`config.mk`:
```
export PLATFORM = sky130hd
export DESIGN_NAME = code_lock_fsm
export DESIGN_NICKNAME = d
export VERILOG_FILES = /design/src/rtl/code_lock_fsm.sv
export SDC_FILE = /design/constraint.sdc
export NUM_CORES = 1
export LEC_CHECK = 0
export CORE_ASPECT_RATIO = 1.5
export CORE_MARGIN = 2
export CORE_UTILIZATION = 47
export DETAILED_ROUTE_END_ITERATION = 8
export DONT_BUFFER_PORTS = 1
export MAX_ROUTING_LAYER = met4
export PLACE_DENSITY = 0.64
export REMOVE_ABC_BUFFERS = 1
export SYNTH_ARGS = -nofsm -noshare
export SYNTH_HDL_FRONTEND = slang
export SYNTH_SLANG_ARGS = --single-unit
```
`constraint.sdc`:
```
create_clock -name clk -period 2.1 [get_ports clk]
set_clock_uncertainty 0.1 [all_clocks]
set_input_delay 0 -clock clk [delete_from_list [all_inputs] [get_ports clk]]
set_output_delay 0 -clock clk [all_outputs]
set_load 0.03 [all_outputs]
```
`src/rtl/code_lock_fsm.sv`:
```
// Code lock: compares a stream of symbols with a CODE_LEN-symbol code and grants or denies on confirm.
// It counts consecutive failures, enforces a timed lockout, and drops an entry after TIMEOUT idle cycles or on clear.
module code_lock_fsm #(
  parameter int SYM_W       = 4,
  parameter int CODE_LEN    = 4,
  parameter int MAX_FAIL    = 3,
  parameter int LOCK_CYCLES = 16,
  parameter int TIMEOUT     = 32
) (
  input  logic                              clk,
  input  logic                              rst_n,
  input  logic                              sym_valid,
  input  logic [SYM_W-1:0]                  sym,
  input  logic                              confirm,
  input  logic                              clear,
  input  logic [CODE_LEN*SYM_W-1:0]         code,
  output logic                              unlock,
  output logic                              fail,
  output logic                              locked,
  output logic [$clog2(CODE_LEN+1)-1:0]     idx,
  output logic [$clog2(MAX_FAIL+1)-1:0]     fail_cnt
);

  localparam int IW = $clog2(CODE_LEN + 1);
  localparam int FW = $clog2(MAX_FAIL + 1);
  localparam int LW = $clog2(LOCK_CYCLES + 1);
  localparam int TW = $clog2(TIMEOUT + 1);

  typedef enum logic [1:0] {IDLE, COLLECT, WAIT_CONF, LOCKOUT} state_t;

  state_t         state_reg, state_next;
  logic [IW-1:0]  idx_reg, idx_next;
  logic           mismatch_reg, mismatch_next;
  logic [FW-1:0]  fail_cnt_reg, fail_cnt_next;
  logic [LW-1:0]  lock_reg, lock_next;
  logic [TW-1:0]  idle_reg, idle_next;
  logic           unlock_reg, unlock_next;
  logic           fail_reg, fail_next;
  logic           locked_reg, locked_next;

  logic [SYM_W-1:0] code_sym [CODE_LEN];
  logic [SYM_W-1:0] exp_sym;
  logic             sym_ok;
  logic             abort, pass_event, fail_event;

  for (genvar gi = 0; gi < CODE_LEN; gi++) begin : g_sym
    assign code_sym[gi] = code[gi*SYM_W +: SYM_W];
  end

  always_ff @(posedge clk or negedge rst_n) begin
    if (!rst_n) begin
      state_reg    <= IDLE;
      idx_reg      <= '0;
      mismatch_reg <= 1'b0;
      fail_cnt_reg <= '0;
      lock_reg     <= '0;
      idle_reg     <= '0;
      unlock_reg   <= 1'b0;
      fail_reg     <= 1'b0;
      locked_reg   <= 1'b0;
    end else begin
      state_reg    <= state_next;
      idx_reg      <= idx_next;
      mismatch_reg <= mismatch_next;
      fail_cnt_reg <= fail_cnt_next;
      lock_reg     <= lock_next;
      idle_reg     <= idle_next;
      unlock_reg   <= unlock_next;
      fail_reg     <= fail_next;
      locked_reg   <= locked_next;
    end
  end

  always_comb begin
    state_next    = state_reg;
    idx_next      = idx_reg;
    mismatch_next = mismatch_reg;
    fail_cnt_next = fail_cnt_reg;
    lock_next     = lock_reg;
    idle_next     = idle_reg;
    unlock_next   = 1'b0;
    fail_next     = 1'b0;
    abort         = 1'b0;
    pass_event    = 1'b0;
    fail_event    = 1'b0;

    // Code symbol expected at the current entry position; idx is 0 in IDLE.
    exp_sym = code_sym[0];
    for (int k = 0; k < CODE_LEN; k++) begin
      if (idx_reg == IW'(k)) exp_sym = code_sym[k];
    end
    sym_ok = (sym == exp_sym);

    case (state_reg)
      IDLE: begin
        if (sym_valid && !confirm) begin
          mismatch_next = !sym_ok;
          idx_next      = IW'(1);
          idle_next     = '0;
          state_next    = (CODE_LEN == 1) ? WAIT_CONF : COLLECT;
        end
      end
      COLLECT: begin
        if (clear) begin
          abort = 1'b1;
        end else if (confirm) begin
          fail_event = 1'b1;
        end else if (sym_valid) begin
          mismatch_next = mismatch_reg | !sym_ok;
          idx_next      = idx_reg + IW'(1);
          idle_next     = '0;
          if (idx_reg == IW'(CODE_LEN - 1)) state_next = WAIT_CONF;
        end else if (idle_reg == TW'(TIMEOUT - 1)) begin
          abort = 1'b1;
        end else begin
          idle_next = idle_reg + TW'(1);
        end
      end
      WAIT_CONF: begin
        if (clear) begin
          abort = 1'b1;
        end else if (confirm) begin
          if (mismatch_reg) fail_event = 1'b1;
          else              pass_event = 1'b1;
        end else if (sym_valid) begin
          fail_event = 1'b1;
        end else if (idle_reg == TW'(TIMEOUT - 1)) begin
          abort = 1'b1;
        end else begin
          idle_next = idle_reg + TW'(1);
        end
      end
      LOCKOUT: begin
        if (lock_reg <= LW'(1)) begin
          state_next    = IDLE;
          lock_next     = '0;
          fail_cnt_next = '0;
        end else begin
          lock_next = lock_reg - LW'(1);
        end
      end
      default: state_next = IDLE;
    endcase

    if (abort || pass_event || fail_event) begin
      state_next    = IDLE;
      idx_next      = '0;
      mismatch_next = 1'b0;
      idle_next     = '0;
    end
    if (pass_event) begin
      unlock_next   = 1'b1;
      fail_cnt_next = '0;
    end
    if (fail_event) begin
      fail_next = 1'b1;
      // The failure that reaches MAX_FAIL enters lockout directly; the counter saturates there.
      if (fail_cnt_reg >= FW'(MAX_FAIL - 1)) begin
        fail_cnt_next = FW'(MAX_FAIL);
        lock_next     = LW'(LOCK_CYCLES);
        state_next    = LOCKOUT;
      end else begin
        fail_cnt_next = fail_cnt_reg + FW'(1);
      end
    end

    locked_next = (state_next == LOCKOUT);
  end

  assign unlock   = unlock_reg;
  assign fail     = fail_reg;
  assign locked   = locked_reg;
  assign idx      = idx_reg;
  assign fail_cnt = fail_cnt_reg;

endmodule

```
==> results.json <==
{
  "power_mw": 2.01,
  "synth_top_family_by_area": "compound AO/OA/AOI/OAI gates",
  "ant_nets": 0,
  "status": "finished, final reports clean",
  "synth_ff_type": "dfrtp_1",
  "gr-total-overflow": 0,
  "hold_violations": 0,
  "coreArea_um2": 3680,
  "yosysWarnings": 0,
  "synthMuxAreaShare_pct": 5.86,
  "crit_family": "compound AO/OA/AOI/OAI gates",
  "cts_max_path_buffers": 2,
  "clk_latency_ps": 270,
  "hpwl_um": 3160,
  "dpl.cell_count": 251,
  "path_buf_inv": 2,
  "synth_xor_area_share_pct": 3.91,
  "vias": 1568,
  "clkSinkCount": 22,
  "syn_area_per_cell_um2": 8.88,
  "cap_violations": 0,
  "crit_end": "idle_reg[4]",
  "totalWireLength_um": 4200,
  "wl_per_cell_um": 16.1,
  "crit_path_max_incr_delay_ps": 410,
  "areaGrowthSynthToFinish_pct": 15.1,
  "cts_tree": "done",
  "drt_iter0_drc": 32,
  "regToRegSetupSlack_ps": 70,
  "dp_slack_ps": 1.40,
  "fin_tns_setup_ps": 0,
  "worst_slack_ps": 69.5,
  "drive_above_1_share_pct": 20.6,
  "drc": 0,
  "cp_max_fo": 9,
  "p_leak_nw": 0.875,
  "cp-start-kind": "flip-flop",
  "rows": 27,
  "synthSimpleGateAreaFrac_pct": 20.9,
  "numCtsBuffers": 3,
  "fillers": 342,
  "synthArstFlopShare_pct": 100,
  "holdWs_ps": 5.39,
  "ff2ff_path_depth": 9,
  "cp_cell_sequence": "inv_2, ha_1, and4bb_4, a211oi_2, a21oi_2, buf_6, o21ai_1, mux2i_1, nor2_1",
  "start_util_pct": 48.7,
  "dieArea_um2": 4340,
  "syn_area_um2": 1790,
  "die_x_um": 54.4,
  "max-vdd-ir-drop_v": 0.000668,
  "vias_per_cell": 6.01,
  "power.density_nw_per_um2": 972,
  "critical_path.startpoint": "state_reg[0]",
  "synthDistinctLibCells": 58,
  "finalSetupViolCount": 0,
  "io_pins": 33,
  "cp_data_arrival_time_ps": 2090,
  "post-route-util_pct": 56.1,
  "end_kind": "flip-flop",
  "clk_pin_slew_worst_paths_ps": 80,
  "slowest_stage": "dfrtp_1",
  "slew_headroom_pct": 34.0,
  "grt_pass1_vias": 1643,
  "required_ps": 2160,
  "fin_nets": 256,
  "grt_pass1_wl_um": 6730,
  "grt_max_degree": 23,
  "place_area_um2": 1900,
  "rr_startpoint": "state_reg[0]",
  "r2r-end": "idle_reg[4]",
  "diodes": 0,
  "ys_seq_area_share_pct": 30.7,
  "finalCritPeriodShare_pct": 96.7,
  "ys_ff_latch": 22,
  "min_path_type": "primary input to flip-flop",
  "rsz0062_at_grt": "yes",
  "synth_fa_ha_area_share_pct": 8.37,
  "gp_congestion": 0.879,
  "period_minus_slack_ps": 2030,
  "dr.pass1.iters": 4,
  "clockRootBuffer": "clkbuf_8",
  "synth_edf_count": 0,
  "criticalPathCategory": "flip-flop to flip-flop",
  "fp.dieH_um": 79.7,
  "worst-path-stages": 9,
  "grt_usage_pct": 21.2,
  "largest_reg_flops": 6,
  "fin_cells": 261,
  "io_buffers": 0,
  "slew_violations": 0,
  "worstMarginPinSlew_ps": 986,
  "synth_compound_area_share_pct": 24.2,
  "synth_cells": 202,
  "antenna_found_initial": 0,
  "htreeDepth": 1,
  "max_freq_mhz": 492,
  "design_area_um2": 2070
}
cells in the final DEF, fill, tap and decap left out, drive strengths merged, types with 2 or more instances in the layout:
| master | count |
|---|---|
| a211oi | 3 |
| a21oi | 18 |
| a221oi | 2 |
| a22oi | 3 |
| a32oi | 2 |
| and2 | 2 |
| buf | 14 |
| clkbuf | 3 |
| dfrtp | 22 |
| dlygate4sd3 | 4 |
| ha | 12 |
| inv | 18 |
| mux2 | 4 |
| mux2i | 6 |
| nand2 | 15 |
| nand2b | 3 |
| nor2 | 20 |
| nor2b | 7 |
| nor3 | 4 |
| nor3b | 5 |
| o21ai | 12 |
| o221ai | 2 |
| o22ai | 3 |
| o2bb2ai | 2 |
| o41ai | 2 |
| xnor2 | 2 |
| xor2 | 6 |
cell type report:
cell class | instances | area, µm² | share of cell area, %
multi-input combinational | 156 | 1170 | 56.8
sequential | 22 | 552 | 26.7
timing repair buffer | 18 | 149 | 7.21
inverter | 18 | 67.6 | 3.27
tap | 43 | 53.8 | 2.60
clock buffer | 3 | 41.3 | 2.00
clock inverter | 1 | 30.0 | 1.45
cells by family (layout without fill, tap and decap cells):
group,after synthesis,count (layout)
AO/OA/AOI/OAI,59,59
XOR/XNOR,8,8
adder cells (fa/ha/maj),12,12
buffers and inverters,24,40
flip-flops,22,22
multiplexers,10,10
AND/OR/NAND/NOR,67,67
routing by layer:
layer / track usage [%] / vias up / wire (µm)
li1: - / 763 / -
met1: 20.7 / 741 / 1660
met2: 39.5 / 55 / 2240
met3: 3.56 / 9 / 205
met4: 7.75 / 0 / 102
met5: - / - / 0
worst min-delay path by stage:
stage / startpoint / end / slack [ps] / depth (start not counted)
after floorplan: rst_n / fail / -400 / 0
after global placement: rst_n / idle_reg[2] / -390 / 0
after detailed placement: rst_n / idle_reg[2] / -400 / 0
after CTS: code[13] / mismatch_reg / 20 / 3
after global routing: code[13] / mismatch_reg / 20 / 3
final: code[13] / mismatch_reg / 5 / 3
power by group:
part / internal, mW / total, mW / switching, mW
clock: 0.255 / 0.400 / 0.145
sequential: 0.520 / 0.677 / 0.157
combinational: 0.433 / 0.931 / 0.499
total: 1.21 / 2.01 / 0.800
Yosys cell counts (all sizes together), types with 5 or more instances:
cell type | number | area [µm²]
ha | 12 | 150
o21ai | 12 | 67.6
xor2 | 6 | 52.6
nand2 | 15 | 58.8
dfrtp | 22 | 551
nor2 | 20 | 82.6
nor3b | 5 | 42.5
mux2i | 6 | 60.1
inv | 18 | 67.6
nor2b | 7 | 43.8
a21oi | 18 | 97.6
tightest hold or removal path: cells and delay by family:
| family | cells | cell delay [ps] |
|---|---|---|
| AOI/OAI and AO/OA | 3 | 340 |
what timing repair did:
action                                  CTS  global route
endpoints found under the setup margin    0            11
hold endpoints to repair                 32             0
hold buffers                              4             0
buffers inserted                          0             2
gates resized for setup                   0            11
Note: power is estimated with default switching activity, not from simulation.
